==> config.mk <==
export PLATFORM = sky130hd
export DESIGN_NAME = zion_basic_circuit_lib_clr_pipe_slice
export DESIGN_NICKNAME = d
export VERILOG_FILES = /design/src/rtl/zion_clr_pipe_slice_pkg.sv /design/src/rtl/zion_clr_pipe_slice_ent.sv /design/src/rtl/zion_basic_circuit_lib_clr_pipe_slice.sv
export SDC_FILE = /design/constraint.sdc
export NUM_CORES = 1
export LEC_CHECK = 0
export BUFFER_PORTS_ARGS = -buffer_cell sky130_fd_sc_hd__buf_2
export CORE_MARGIN = 2
export CORE_UTILIZATION = 33
export DETAILED_ROUTE_END_ITERATION = 12
export GPL_TIMING_DRIVEN = 0
export SYNTH_ARGS = -nofsm -noshare
export SYNTH_HDL_FRONTEND = slang
export SYNTH_SLANG_ARGS = --single-unit
==> constraint.sdc <==
create_clock -name clk -period 5.5 [get_ports clk]
set_input_delay 1.1 -clock clk [delete_from_list [all_inputs] [get_ports clk]]
set_output_delay 1.1 -clock clk [all_outputs]
set_load 0.01 [all_outputs]
==> src/rtl/zion_clr_pipe_slice_pkg.sv <==
// Shared types and helpers for the clearable two-entry pipeline slice.
package zion_clr_pipe_slice_pkg;

    typedef enum logic [1:0] {
        EMPTY = 2'd0,
        ONE   = 2'd1,
        TWO   = 2'd2
    } slice_state_e;

    localparam int FLUSH_CNT_W = 16;

    // Adds a discarded-beat count to the flush counter, sticking at all-ones.
    function automatic logic [FLUSH_CNT_W-1:0] sat_add_lvl(
        input logic [FLUSH_CNT_W-1:0] cnt,
        input logic [1:0]             lvl
    );
        logic [FLUSH_CNT_W:0] sum;
        sum = {1'b0, cnt} + {{(FLUSH_CNT_W-1){1'b0}}, lvl};
        if (sum[FLUSH_CNT_W]) begin
            return {FLUSH_CNT_W{1'b1}};
        end else begin
            return sum[FLUSH_CNT_W-1:0];
        end
    endfunction

endpackage

==> src/rtl/zion_clr_pipe_slice_ent.sv <==
// One storage entry of the pipeline slice: load enable, synchronous clear
// to the idle value, asynchronous active-high reset.
module zion_clr_pipe_slice_ent
    import zion_clr_pipe_slice_pkg::*;
#(
    parameter int               WIDTH    = 8,
    parameter logic [WIDTH-1:0] INI_DATA = '0
) (
    input  logic             clk,
    input  logic             rst,
    input  logic             clr,
    input  logic             ld,
    input  logic [WIDTH-1:0] d,
    output logic [WIDTH-1:0] q
);

    logic [WIDTH-1:0] dat_r;

    // Entry register; clear beats load.
    always_ff @(posedge clk or posedge rst) begin
        if (rst) begin
            dat_r <= INI_DATA;
        end else if (clr) begin
            dat_r <= INI_DATA;
        end else if (ld) begin
            dat_r <= d;
        end else begin
            dat_r <= dat_r;
        end
    end

    assign q = dat_r;

endmodule

==> src/rtl/zion_basic_circuit_lib_clr_pipe_slice.sv <==
// Two-entry valid/ready skid slice with synchronous flush (iClr).
// Optional flush counter output enabled by ZION_CLR_PIPE_SLICE_FLUSH_CNT_EN.
module zion_basic_circuit_lib_clr_pipe_slice
    import zion_clr_pipe_slice_pkg::*;
#(
    parameter int               WIDTH    = 8,
    parameter logic [WIDTH-1:0] INI_DATA = '0
) (
    input  logic             clk,
    input  logic             rst,
    input  logic             iClr,
    input  logic             iVld,
    output logic             oRdy,
    input  logic [WIDTH-1:0] iDat,
    output logic             oVld,
    input  logic             iRdy,
    output logic [WIDTH-1:0] oDat,
    output logic [1:0]       oLvl
`ifdef ZION_CLR_PIPE_SLICE_FLUSH_CNT_EN
    ,
    output logic [FLUSH_CNT_W-1:0] oFlushCnt
`endif
);

    if (WIDTH < 1) begin : g_width_chk
`ifdef CHECK_ERR_EXIT
        $fatal(1, "zion_basic_circuit_lib_clr_pipe_slice: WIDTH must be >= 1");
`else
        $error("zion_basic_circuit_lib_clr_pipe_slice: WIDTH must be >= 1");
`endif
    end

    slice_state_e     state_r;
    slice_state_e     state_nxt_s;
    logic             push_s;
    logic             pop_s;
    logic             m_ld_s;
    logic             s_ld_s;
    logic [WIDTH-1:0] m_d_s;
    logic [WIDTH-1:0] s_d_s;
    logic [WIDTH-1:0] m_q_s;
    logic [WIDTH-1:0] s_q_s;

    // Handshake flags depend only on the state register, never on iVld/iRdy.
    assign oVld   = (state_r != EMPTY);
    assign oRdy   = (state_r != TWO);
    assign oLvl   = state_r;
    assign oDat   = m_q_s;
    assign push_s = iVld & oRdy;
    assign pop_s  = oVld & iRdy;

    // Next state and entry load selection.
    always_comb begin
        state_nxt_s = state_r;
        m_ld_s      = 1'b0;
        s_ld_s      = 1'b0;
        m_d_s       = iDat;
        s_d_s       = iDat;
        case (state_r)
            EMPTY: begin
                if (push_s) begin
                    state_nxt_s = ONE;
                    m_ld_s      = 1'b1;
                end else begin
                    state_nxt_s = EMPTY;
                end
            end
            ONE: begin
                if (push_s && !pop_s) begin
                    state_nxt_s = TWO;
                    s_ld_s      = 1'b1;
                end else if (pop_s && !push_s) begin
                    state_nxt_s = EMPTY;
                    m_ld_s      = 1'b1;
                    m_d_s       = INI_DATA;
                end else if (push_s && pop_s) begin
                    m_ld_s      = 1'b1;
                end else begin
                    state_nxt_s = ONE;
                end
            end
            TWO: begin
                // Skid entry advances into main; upstream is stalled here.
                if (pop_s) begin
                    state_nxt_s = ONE;
                    m_ld_s      = 1'b1;
                    m_d_s       = s_q_s;
                    s_ld_s      = 1'b1;
                    s_d_s       = INI_DATA;
                end else begin
                    state_nxt_s = TWO;
                end
            end
            default: begin
                state_nxt_s = EMPTY;
            end
        endcase
    end

    // State register; flush overrides any same-cycle push/pop.
    always_ff @(posedge clk or posedge rst) begin
        if (rst) begin
            state_r <= EMPTY;
        end else if (iClr) begin
            state_r <= EMPTY;
        end else begin
            state_r <= state_nxt_s;
        end
    end

    zion_clr_pipe_slice_ent #(
        .WIDTH    (WIDTH),
        .INI_DATA (INI_DATA)
    ) u_main (
        .clk (clk),
        .rst (rst),
        .clr (iClr),
        .ld  (m_ld_s),
        .d   (m_d_s),
        .q   (m_q_s)
    );

    zion_clr_pipe_slice_ent #(
        .WIDTH    (WIDTH),
        .INI_DATA (INI_DATA)
    ) u_skid (
        .clk (clk),
        .rst (rst),
        .clr (iClr),
        .ld  (s_ld_s),
        .d   (s_d_s),
        .q   (s_q_s)
    );

`ifdef ZION_CLR_PIPE_SLICE_FLUSH_CNT_EN
    logic [FLUSH_CNT_W-1:0] flush_cnt_r;

    // Accumulates beats thrown away by flushes; survives iClr itself.
    always_ff @(posedge clk or posedge rst) begin
        if (rst) begin
            flush_cnt_r <= {FLUSH_CNT_W{1'b0}};
        end else if (iClr) begin
            flush_cnt_r <= sat_add_lvl(flush_cnt_r, oLvl);
        end else begin
            flush_cnt_r <= flush_cnt_r;
        end
    end

    assign oFlushCnt = flush_cnt_r;
`endif

endmodule

# --- After elaboration in Yosys (flattened, before gate mapping) ---
# Cells that the tools add are included.
totals:
  ff_bits: 18
  input_bits: 13
op_classes:
  eq_ne: 4
  muxes: 25
  bitwise: 2
  n_reduce_logical: 9
op_table:
  columns: ["operator", "count"]
  rows:
  - ["$mux 8", 9]
  - ["$pmux 8 s2", 1]
  - ["$mux 2", 5]
  - ["$mux 1", 7]
  - ["$pmux 2 s3", 1]
  - ["$reduce_bool 2->1", 3]
  - ["$ne 5x5->1 const B", 1]
  - ["$logic_and 1x1->1", 3]
  - ["$pmux 1 s3", 1]
  - ["$and 1x1->1", 2]
  - ["$eq 2x1->1 const B", 1]
  - ["$eq 2x2->1 const B", 1]
  - ["$logic_not 1->1", 2]
  - ["$logic_not 2->1", 1]
  - ["$ne 2x2->1 const B", 1]
  - ["$pmux 1 s2", 1]

# --- Logic depth before layout (Yosys ltp) ---
# Gate-level depths: netlist of run 1.
logic_depth:
  word_depth: 9
  mapped_depth: 10
  ltp_nobuf: 9

# --- Hierarchy ---
# Synthesis of run 1 repeated with hierarchy kept, for this count alone.
unflattened:
  hier_cells: 107
  hier_area_um2: 1114.8
by_module_without_submodules:
  columns: ["mod", "instances", "cells_per_inst", "area_per_inst_um2"]
  rows:
  - ["zion_clr_pipe_slice_ent", 2, 27, 329.1]
  - ["zion_basic_circuit_lib_clr_pipe_slice", 1, 53, 456.7]

# --- Worst setup path before layout of run 1 ---
# Ideal clock, no wire load.
synth_path:
  path_kind: "input -> register"
  startpoint: "input iVld"
  endpoint: "register u_skid.dat_r[0] (netlist: u_skid.q[0])"
  setup_time_ns: 0.065
  t_arrival_ns: 2.186
  required_time_ns: 5.435
  path_slack_ns: 3.248
  cell_stages: 5
  n_path_buf: 0
  path_cell_list: "nor2b_2 -> ha_1 -> nand3_1 -> a211oi_2 -> a22o_2"
synth_between:
  elab_chain_cells: 5
synth_lines:
  columns: ["item", "line_no", "source"]
  rows:
  - ["from (decl)", "zion_basic_circuit_lib_clr_pipe_slice.sv:12", "input logic iVld,"]
  - ["$and 1x1->1", "zion_basic_circuit_lib_clr_pipe_slice.sv:49", "assign push_s = iVld & oRdy;"]
  - ["$logic_and 1x1->1", "zion_basic_circuit_lib_clr_pipe_slice.sv:69", "if (push_s && !pop_s) begin"]
  - ["$mux 1", "zion_basic_circuit_lib_clr_pipe_slice.sv:69", null]
  - ["$pmux 1 s2", "zion_basic_circuit_lib_clr_pipe_slice.sv:59", "case (state_r)"]
  - ["$reduce_bool 2->1 (no source line)", null, null]
  - ["to (signal assigned)", "zion_clr_pipe_slice_ent.sv:28", "dat_r <= dat_r;"]
  - ["to (decl)", "zion_clr_pipe_slice_ent.sv:17", "logic [WIDTH-1:0] dat_r;"]
# No other way between the ends.
# A chain may end at the register's enable or synchronous reset.

# --- Worst setup path in the final report of run 1 ---
layout_path:
  startpoint: "register state_r[0] (netlist: oLvl[0])"
  endpoint: "output oRdy"
layout_between:
  elab_chain_cells: 1
layout_lines:
  columns: ["item", "line_no", "source"]
  rows:
  - ["from (decl)", "zion_basic_circuit_lib_clr_pipe_slice.sv:33", "slice_state_e state_r;"]
  - ["from (signal assigned)", "zion_basic_circuit_lib_clr_pipe_slice.sv:107", "state_r <= state_nxt_s;"]
  - ["$ne 2x2->1", "zion_basic_circuit_lib_clr_pipe_slice.sv:46", "assign oRdy = (state_r != TWO);"]
  - ["to (decl)", "zion_basic_circuit_lib_clr_pipe_slice.sv:13", "output logic oRdy,"]
# No other way between the ends.

==> results of run 1 <==
[through the flow]
stage	utilization, %	hold WS [ns]	instances	instance area, um2	total power [W]
after floorplan	-	0.4736	92	1001	0.0002022
after global placement	40.82	0.4754	146	1155	0.0002278
after detailed placement	40.82	0.4823	146	1155	0.0002289
after CTS	42.11	0.5119	150	1191	0.0003119
after global routing	42.11	0.5302	150	1191	0.0003265
final	42.11	0.4970	150	1191	0.0003087
[registers in the layout (all words and copies together), names as in the netlist]
register  cells
oLvl          2
u_main.q      8
u_skid.q      8
[logic make-up after synthesis]
group / Yosys count
simple gates: 15
fa+ha+maj: 7
flops: 18
buf+inv: 15
compound gates: 37
[layout make-up]
class	count	area (um2)	area share, %
timing repair buffer	23	115.1	9.664
clock buffer	4	36.28	3.046
multi-input combinational	59	483.0	40.55
sequential	18	450.4	37.82
inverter	12	47.55	3.992
buffer	3	20.02	1.681
tap	31	38.79	3.256
[layout by cell type (no fill, tap or decap), drive strengths merged]
cell	instances
nand2	6
buf	25
clkbuf	5
nor2b	1
nand2b	2
a22oi	4
nand3	1
o41ai	1
nor3b	1
o21ai	2
o2bb2ai	5
dfrtp	18
o32ai	4
a211oi	1
inv	12
ha	7
a21o	1
and3	1
a21oi	9
nor2	2
nor3	1
o2111ai	1
a22o	8
a222oi	1
[metal layers]
layer  global-route usage (%)  up-vias  wire length (um)
met2                    21.27       28               976
li1                         -      396                 -
met1                    18.32      373              1058
met3                    3.930        0               114
met5                        0        -                 0
met4                    3.247        0                 0
[worst paths after layout]
path                             start          end  slack, ns
max in group asynchronous          rst  u_skid.q[6]       4.18
hold / removal             u_main.q[1]  u_main.q[1]       0.50
setup / recovery               oLvl[0]         oRdy       2.96
hold reg to reg            u_main.q[1]  u_main.q[1]       0.50
min in group asynchronous          rst  u_skid.q[0]       0.87
setup reg to reg               oLvl[0]  u_skid.q[1]       3.24
[power by group]
part | internal (W) | switching [W] | leakage, nW
logic | 0.0000318 | 0.0000469 | 0.330
clock network | 0.0000404 | 0.0000426 | 0.0210
registers | 0.000141 | 0.00000567 | 0.247
==> key figures, run 1 <==
Clocking
  • Setup bufs post-CTS: 0
  • H-tree levels: 1
  • Cts repair resizes: 0
  • Root Driver: clkbuf_4
  • Clock transition at path regs: 0.09 ns
  • Clk sinks: 18
  • Total CTS buffers: 3
  • Clk buf depth: 2
  • Cts hold-fix bufs: 0
  • Worst skew pair latency: 0.30 ns
  • CTS tree: done

Yosys
  • EDFF count, synth: 0
  • Yosys Warn Count: 0
  • Ys async rst share: 100.0%
  • Compound-cell area share of the yosys netlist: 29.62%
  • Most frequent cell after synthesis: dfrtp_1
  • Commonest cells in the netlist: dfrtp_1 (18), inv_1 (11), a21oi_1 (9)
  • Post-synthesis adder-cell area fraction: 8.750%
  • Largest family of logic cells by synthesized area: compound AO/OA/AOI/OAI gates
  • Simple-gate share of the synthesized area: 9.875%
  • Yosys reg bits: 18
  • Synth area leaders: dfrtp_1 (45%), ha_1 (8.8%), a22o_2 (7.0%), a21oi_1 (4.5%), o2bb2ai_1 (4.4%)
  • XOR/XNOR Fraction of Synth Area: 0%
  • Synth Cell Area: 0.001001 mm2
  • Post-Synthesis Cells: 92
  • Largest area contributor in the netlist: dfrtp_1
  • Yosys cell types: 28
  • Seq/Total Area, Yosys: 45.00%
  • Yosys top cell area share: 45.00%
  • Post-synth net total: 112
  • Main synth FF type: dfrtp_1
  • Post-synthesis mux area share: 0%
  • Syn Area/Cell: 10.88 um2

Min path
  • Worst hold path class: register to register
  • Hold path cells: 1

Power and ir drop
  • Pleak: 0.5976 nW
  • Max VDD drop: 166.1 uV
  • PD cells: 259.2 mW/mm2

Worst setup path
  • Number of stages on the worst setup path: 5
  • CP Max Fanout: 10
  • Reg2Reg Depth: 8
  • CP Cell Sequence: inv_1, ha_1, buf_2, inv_1, buf_2
  • Worst EP required: 4.40 ns
  • Critical path class: register to primary output
  • Buf/Inv on CP: 4
  • Worst Setup End Kind: primary output
  • Worst stage delay on the critical path: 0.43 ns
  • CP max stage cell: dfrtp_1
  • WP data arrival: 1.44 ns
  • Startpoint types: register
  • CP top delay family: buffers and inverters

Detailed routing
  • Final WL: 2.149 mm
  • Via count: 797
  • Drt first pass iters: 5
  • ANT nets after route: 0
  • DRC: 0
  • Vias per Instance: 5.313
  • Initial DRC count: 47
  • Routed len/inst: 14.33 um

STA
  • # setup viols final: 0
  • Clk_skew: 0.01785 ns
  • F_max: 0.3930 GHz
  • Final WS setup: 2.955 ns
  • Post-route setup TNS: 0 ns
  • RSZ-0062 raised after global routing: false
  • Relative slew slack: 55.00%
  • Endpoints failing hold: 0
  • Fin crit period: 2.545 ns
  • Worst-Margin Slew: 0.6742 ns
  • Period utilization: 46.27%
  • Final max-slew violation count: 0

Outcome
  • Status: finished, final reports clean

Global route
  • First-pass GRT wire length: 3.581 mm
  • Largest net degree at the start of global routing: 19
  • GRT Residual Overflow: 0
  • Total Routing Usage GR: 13.50%
  • Initial antenna violation count: 0
  • Vias in the first global route: 812

Floorplanning
  • Initial Util: 35.38%
  • Cell row count: 19
  • Num ports: 25
  • CORE AREA: 0.002829 mm2
  • Die Span Y: 59.08 um
  • Die Wd: 59.08 um
  • DIE AREA: 0.003490 mm2

Final layout
  • Final Net Count: 140
  • Fill cell count: 277
  • Layout cells sized above 1: 36.13%
  • Growth of design area from synthesis to finish: 19.00%
  • Antenna cells: 0

Placed design
  • Port bufs: 23
  • DP Worst Slack: 2.902 ns
  • GP Congestion: 0.7406
  • Post-detail-place hpwl: 1.557 mm

Flow run
  • Max-cap viol count: 0
No activity file was read; power rests on OpenSTA's default activity.
==> run 2: changes to the inputs <==
==> constraint.sdc (replaced) <==
create_clock -name clk -period 2.15 [get_ports clk]
set_input_delay 0.43 -clock clk [delete_from_list [all_inputs] [get_ports clk]]
set_output_delay 0.43 -clock clk [all_outputs]
set_load 0.01 [all_outputs]
==> run 2 against run 1 <==
  * Setup slack worse by 2.9 ns
  * Cell area up 6.1%
  * Critical endpoint is now u_skid.q[1]
  * Clock-buffer cell count unchanged
  * Power rose to 2.7 times the previous value
  * Clock skew down 0.0041 ns
  * Largest cell class unchanged
  * Utilization up 2.6 points
==> key figures, run 2 (synthesized netlist as in run 1, its figures left out) <==
Floorplanning
  • Die Span Y: 59.08 um
  • Initial Util: 35.38%
  • DIE AREA: 0.003490 mm2
  • Cell row count: 19
  • CORE AREA: 0.002829 mm2
  • Num ports: 25
  • Die Wd: 59.08 um

Outcome
  • Status: finished, final reports clean

Worst setup path
  • Worst EP required: 2.34 ns
  • CP Cell Sequence: inv_1, ha_1, clkbuf_4, nor2b_4, ha_2, nand3_2, nor3b_4, buf_4, a22o_2
  • Critical path class: register to register
  • CP max stage cell: dfrtp_2
  • CP Max Fanout: 10
  • Worst Setup End Kind: register
  • Startpoint types: register
  • Worst stage delay on the critical path: 0.39 ns
  • WP data arrival: 2.24 ns

Global route
  • Vias in the first global route: 814
  • Largest net degree at the start of global routing: 19
  • GRT Residual Overflow: 0
  • Initial antenna violation count: 0
  • First-pass GRT wire length: 3.608 mm
  • Total Routing Usage GR: 13.56%

Placed design
  • Inst Count DP: 146
  • Port bufs: 23
  • Post-detail-place hpwl: 1.557 mm
  • GP Congestion: 0.7406

Detailed routing
  • Via count: 830
  • Routed len/inst: 14.87 um
  • Drt first pass iters: 4
  • Final WL: 2.305 mm
  • Vias per Instance: 5.355
  • DRC: 0
  • ANT nets after route: 0
  • Initial DRC count: 25

Min path
  • Worst hold path class: input port to asynchronous set/reset pin

Power and ir drop
  • Flop pwr share: 46.0%
  • Power Total: 0.0008186 W
  • P_int: 0.0005636 W
  • Pleak: 0.6257 nW
  • Max VDD drop: 428.5 uV
  • Net Sw Power: 0.0002549 W
  • Clock group share of total power: 25.8%
  • Switching fraction of total power: 31.14%
  • Comb pwr share: 28.3%
  • PD cells: 647.8 mW/mm2

Clocking
  • Clk buf depth: 2
  • Root Driver: clkbuf_4
  • Worst skew pair latency: 0.30 ns
  • H-tree levels: 1
  • Total CTS buffers: 3
  • Clk sinks: 18
  • Clock transition at path regs: 0.11 ns
  • CTS tree: done

Final layout
  • Most common cell after layout, fill and taps aside: buf_2
  • Most frequent cells in the layout: buf_2 (23), dfrtp_1 (17), inv_1 (11)
  • Final Net Count: 145
  • Antenna cells: 0
  • Layout cells sized above 1: 41.13%
  • Growth of design area from synthesis to finish: 26.25%
  • Post-layout util: 44.67%
  • Post-Layout Cell Count: 155
  • Fill cell count: 274

STA
  • RSZ-0062 raised after global routing: false
  • Endpoints failing hold: 0
  • Worst Hold Slack: 0.2132 ns
  • Relative slew slack: 54.42%
  • # setup viols final: 0
  • Final max-slew violation count: 0
  • F_max: 0.4874 GHz
  • Post-route setup TNS: 0 ns
  • Period utilization: 95.42%
  • Clk_skew: 0.01372 ns
  • Fin crit period: 2.052 ns
  • Worst-Margin Slew: 0.6829 ns

Flow run
  • Max-cap viol count: 0
run 2: layout make-up:
| cell class | count | area (um2) | share of cell area [%] |
|---|---|---|---|
| Multi-Input combinational cell | 59 | 514.2 | 40.69 |
| Clock buffer | 4 | 36.28 | 2.871 |
| Tap cell | 31 | 38.79 | 3.069 |
| Inverter | 12 | 47.55 | 3.762 |
| Sequential cell | 18 | 451.7 | 35.74 |
| Buffer | 3 | 22.52 | 1.782 |
| Timing Repair Buffer | 28 | 152.6 | 12.08 |
run 2: timing repair:
action	in CTS	in global routing
hold buffers	0	0
pin swaps	1	0
endpoints found under the setup margin	8	18
endpoints found under the hold margin	0	0
resized for setup	1	6
setup buffers	0	5
run 2: final timing paths:
check	from	endpoint	slack, ns	depth (start not counted)
max	oLvl[0]	u_skid.q[1]	0.1	9
max reg2reg	oLvl[0]	u_skid.q[1]	0.1	9
min	rst	u_skid.q[0]	0.21	2
max in group asynchronous	rst	oLvl[0]	1.45	2
min in group clk	iDat[0]	u_skid.q[0]	0.36	2
min reg2reg	u_main.q[1]	u_main.q[1]	0.50	1
run 2: worst max-delay path: cells and delay by family (launching register included):
family,cells,cell delay [ns]
compound gates,1,0.25
fa+ha+maj,2,0.40
buf+inv,3,0.43
flops,1,0.39
simple gates,3,0.46
run 2: stage by stage:
stage                     cell area, um2  setup slack [ns]
final                               1264           0.09841
after floorplan                     1001            0.1498
after detailed placement            1155           -0.1222
after global routing                1264          0.006948
after global placement              1155          -0.08550
after CTS                           1199          0.009981
run 2: metal layers:
metal	GRT usage (%)	part of all wire [%]	wire (um)
met4	3.247	0.35	8
met3	3.930	3.9	91
met2	21.11	46	1070
met1	18.65	49	1134
met5	0	0	0
run 2: power by group through the flow:
stage               Sequential (W)  Clock [W]  Combinational [W]
global placement          0.000382          0           0.000200
finish                    0.000376   0.000211           0.000231
floorplan                 0.000393          0           0.000124
CTS                       0.000377   0.000217           0.000206
detailed placement        0.000384          0           0.000202
global route              0.000381   0.000227           0.000259
==> run 3: changes to the inputs <==
--- a/config.mk
+++ b/config.mk
@@ -9,7 +9,6 @@
 export CORE_MARGIN = 2
 export CORE_UTILIZATION = 33
 export DETAILED_ROUTE_END_ITERATION = 12
-export GPL_TIMING_DRIVEN = 0
 export SYNTH_ARGS = -nofsm -noshare
 export SYNTH_HDL_FRONTEND = slang
 export SYNTH_SLANG_ARGS = --single-unit
==> constraint.sdc (replaced) <==
create_clock -name clk -period 2.17 [get_ports clk]
set_input_delay 0.434 -clock clk [delete_from_list [all_inputs] [get_ports clk]]
set_output_delay 0.434 -clock clk [all_outputs]
set_load 0.01 [all_outputs]
==> run 3 against run 2 <==
  * Hold slack gained 0.0011 ns
  * Cell area shrank 5.7%
  * Die area is the same
  * Global-route usage shrank 0.30 points
  * Setup slack gained 0.13 ns
  * Register-to-register slack gained 0.13 ns
  * Critical path depth is the same
  * Clock skew shrank 0.0025 ns
  * Routed wire length shrank 7.2%
  * Power shrank 4.3%
  * Critical path type unchanged
==> key figures, run 3 (synthesized netlist as in run 1, its figures left out) <==
Clocking
  • Setup bufs post-CTS: 0
  • CTS tree: done
  • Cts hold-fix bufs: 0
  • H-tree levels: 1
  • Clock transition at path regs: 0.11 ns
  • Total CTS buffers: 3
  • Cts repair resizes: 0
  • Worst skew pair latency: 0.30 ns
  • Clk buf depth: 2
  • Root Driver: clkbuf_4
  • Clk sinks: 18

Global route
  • Total Routing Usage GR: 13.26%
  • First-pass GRT wire length: 3.525 mm
  • Largest net degree at the start of global routing: 19
  • GRT Residual Overflow: 0
  • Initial antenna violation count: 0
  • Vias in the first global route: 736

Detailed routing
  • ANT nets after route: 0
  • Final WL: 2.140 mm
  • Initial DRC count: 27
  • DRC: 0
  • Routed len/inst: 14.27 um
  • Drt first pass iters: 5
  • Via count: 790
  • Vias per Instance: 5.267

Placed design
  • GP Congestion: 0.7618
  • Port bufs: 24
  • Post-detail-place hpwl: 1.580 mm
  • Inst Count DP: 146

Worst setup path
  • WP data arrival: 2.12 ns
  • Worst EP required: 2.35 ns
  • CP Max Fanout: 8
  • Worst Setup End Kind: register
  • Critical path class: register to register
  • Startpoint types: register

Floorplanning
  • Num ports: 25
  • Cell row count: 19
  • Die Wd: 59.08 um
  • DIE AREA: 0.003490 mm2
  • Die Span Y: 59.08 um
  • CORE AREA: 0.002829 mm2
  • Initial Util: 35.38%

STA
  • Worst Hold Slack: 0.2143 ns
  • Relative slew slack: 54.35%
  • Worst-Margin Slew: 0.6840 ns
  • RSZ-0062 raised after global routing: false
  • Period utilization: 89.64%
  • Post-route setup TNS: 0 ns
  • Fin crit period: 1.945 ns
  • Final max-slew violation count: 0
  • Endpoints failing hold: 0
  • F_max: 0.5141 GHz
  • Clk_skew: 0.01119 ns
  • # setup viols final: 0

Final layout
  • Layout cells sized above 1: 36.97%
  • Final Net Count: 140
  • Growth of design area from synthesis to finish: 19.00%
  • Post-Layout Cell Count: 150
  • Antenna cells: 0
  • Most frequent cells in the layout: buf_2 (24), dfrtp_1 (18), inv_1 (11)
  • Most common cell after layout, fill and taps aside: buf_2

Power and ir drop
  • P_int: 0.0005431 W
  • Switching fraction of total power: 30.71%
  • Max VDD drop: 325.3 uV
  • PD cells: 658.0 mW/mm2
  • Comb pwr share: 25.6%
  • Net Sw Power: 0.0002407 W
  • Clock group share of total power: 26.8%
  • Power Total: 0.0007837 W
  • Flop pwr share: 47.6%
  • Pleak: 0.5996 nW

Flow run
  • Max-cap viol count: 0

Outcome
  • Status: finished, final reports clean

Min path
  • Worst hold path class: input port to asynchronous set/reset pin
run 3: layout make-up:
class	instances	area [um2]
flip-flops and latches	18	450.4
fillers	276	1638
well taps	31	38.79
repair buffers	26	135.1
clock buffers	4	36.28
multi-input cells	59	483.0
inverters	12	47.55
run 3: per-layer routing:
layer / vias up / GRT usage, % / share of wire (%)
met5: - / 0 / 0
met2: 26 / 19.37 / 43
met1: 370 / 19.09 / 50
met4: 0 / 2.922 / 0
li1: 394 / - / -
met3: 0 / 4.367 / 6.9
run 3: worst paths after layout:
check | cells after the start | slack, ns | startpoint | end
worst min-delay path | 2 | 0.21 | rst | u_skid.q[1]
min in group clk | 2 | 0.36 | iDat[1] | u_skid.q[1]
worst max register to register | 9 | 0.22 | oLvl[0] | u_main.q[6]
worst min register to register | 1 | 0.50 | u_main.q[0] | u_main.q[0]
worst max-delay path | 9 | 0.22 | oLvl[0] | u_main.q[6]
max in group asynchronous | 2 | 1.51 | rst | u_skid.q[0]
run 3: power groups by stage:
stage	Clock, W	Combinational [W]	Sequential (W)
finish	0.000210	0.000200	0.000373
global route	0.000230	0.000225	0.000377
CTS	0.000215	0.000203	0.000374
detailed placement	0	0.000201	0.000380
global placement	0	0.000200	0.000380
floorplan	0	0.000123	0.000389
run 3: stage by stage:
stage | util, % | instance area, um2 | setup WS (ns)
3_3_place_gp | 40.82 | 1155 | 0.2494
3_5_place_dp | 40.82 | 1155 | 0.2223
2_1_floorplan | - | 1001 | 0.1698
6_report | 42.11 | 1191 | 0.2248
4_1_cts | 42.11 | 1191 | 0.2084
5_1_grt | 42.11 | 1191 | 0.02753
run 3: critical path, stage by stage (launching register included):
cell       delay [ns]
dfrtp_1          0.42
inv_1            0.08
ha_1             0.24
nand2b_4         0.17
inv_4            0.09
ha_1             0.13
nand2b_1         0.12
o2111ai_2        0.25
a22oi_1          0.24
o2bb2ai_1        0.10
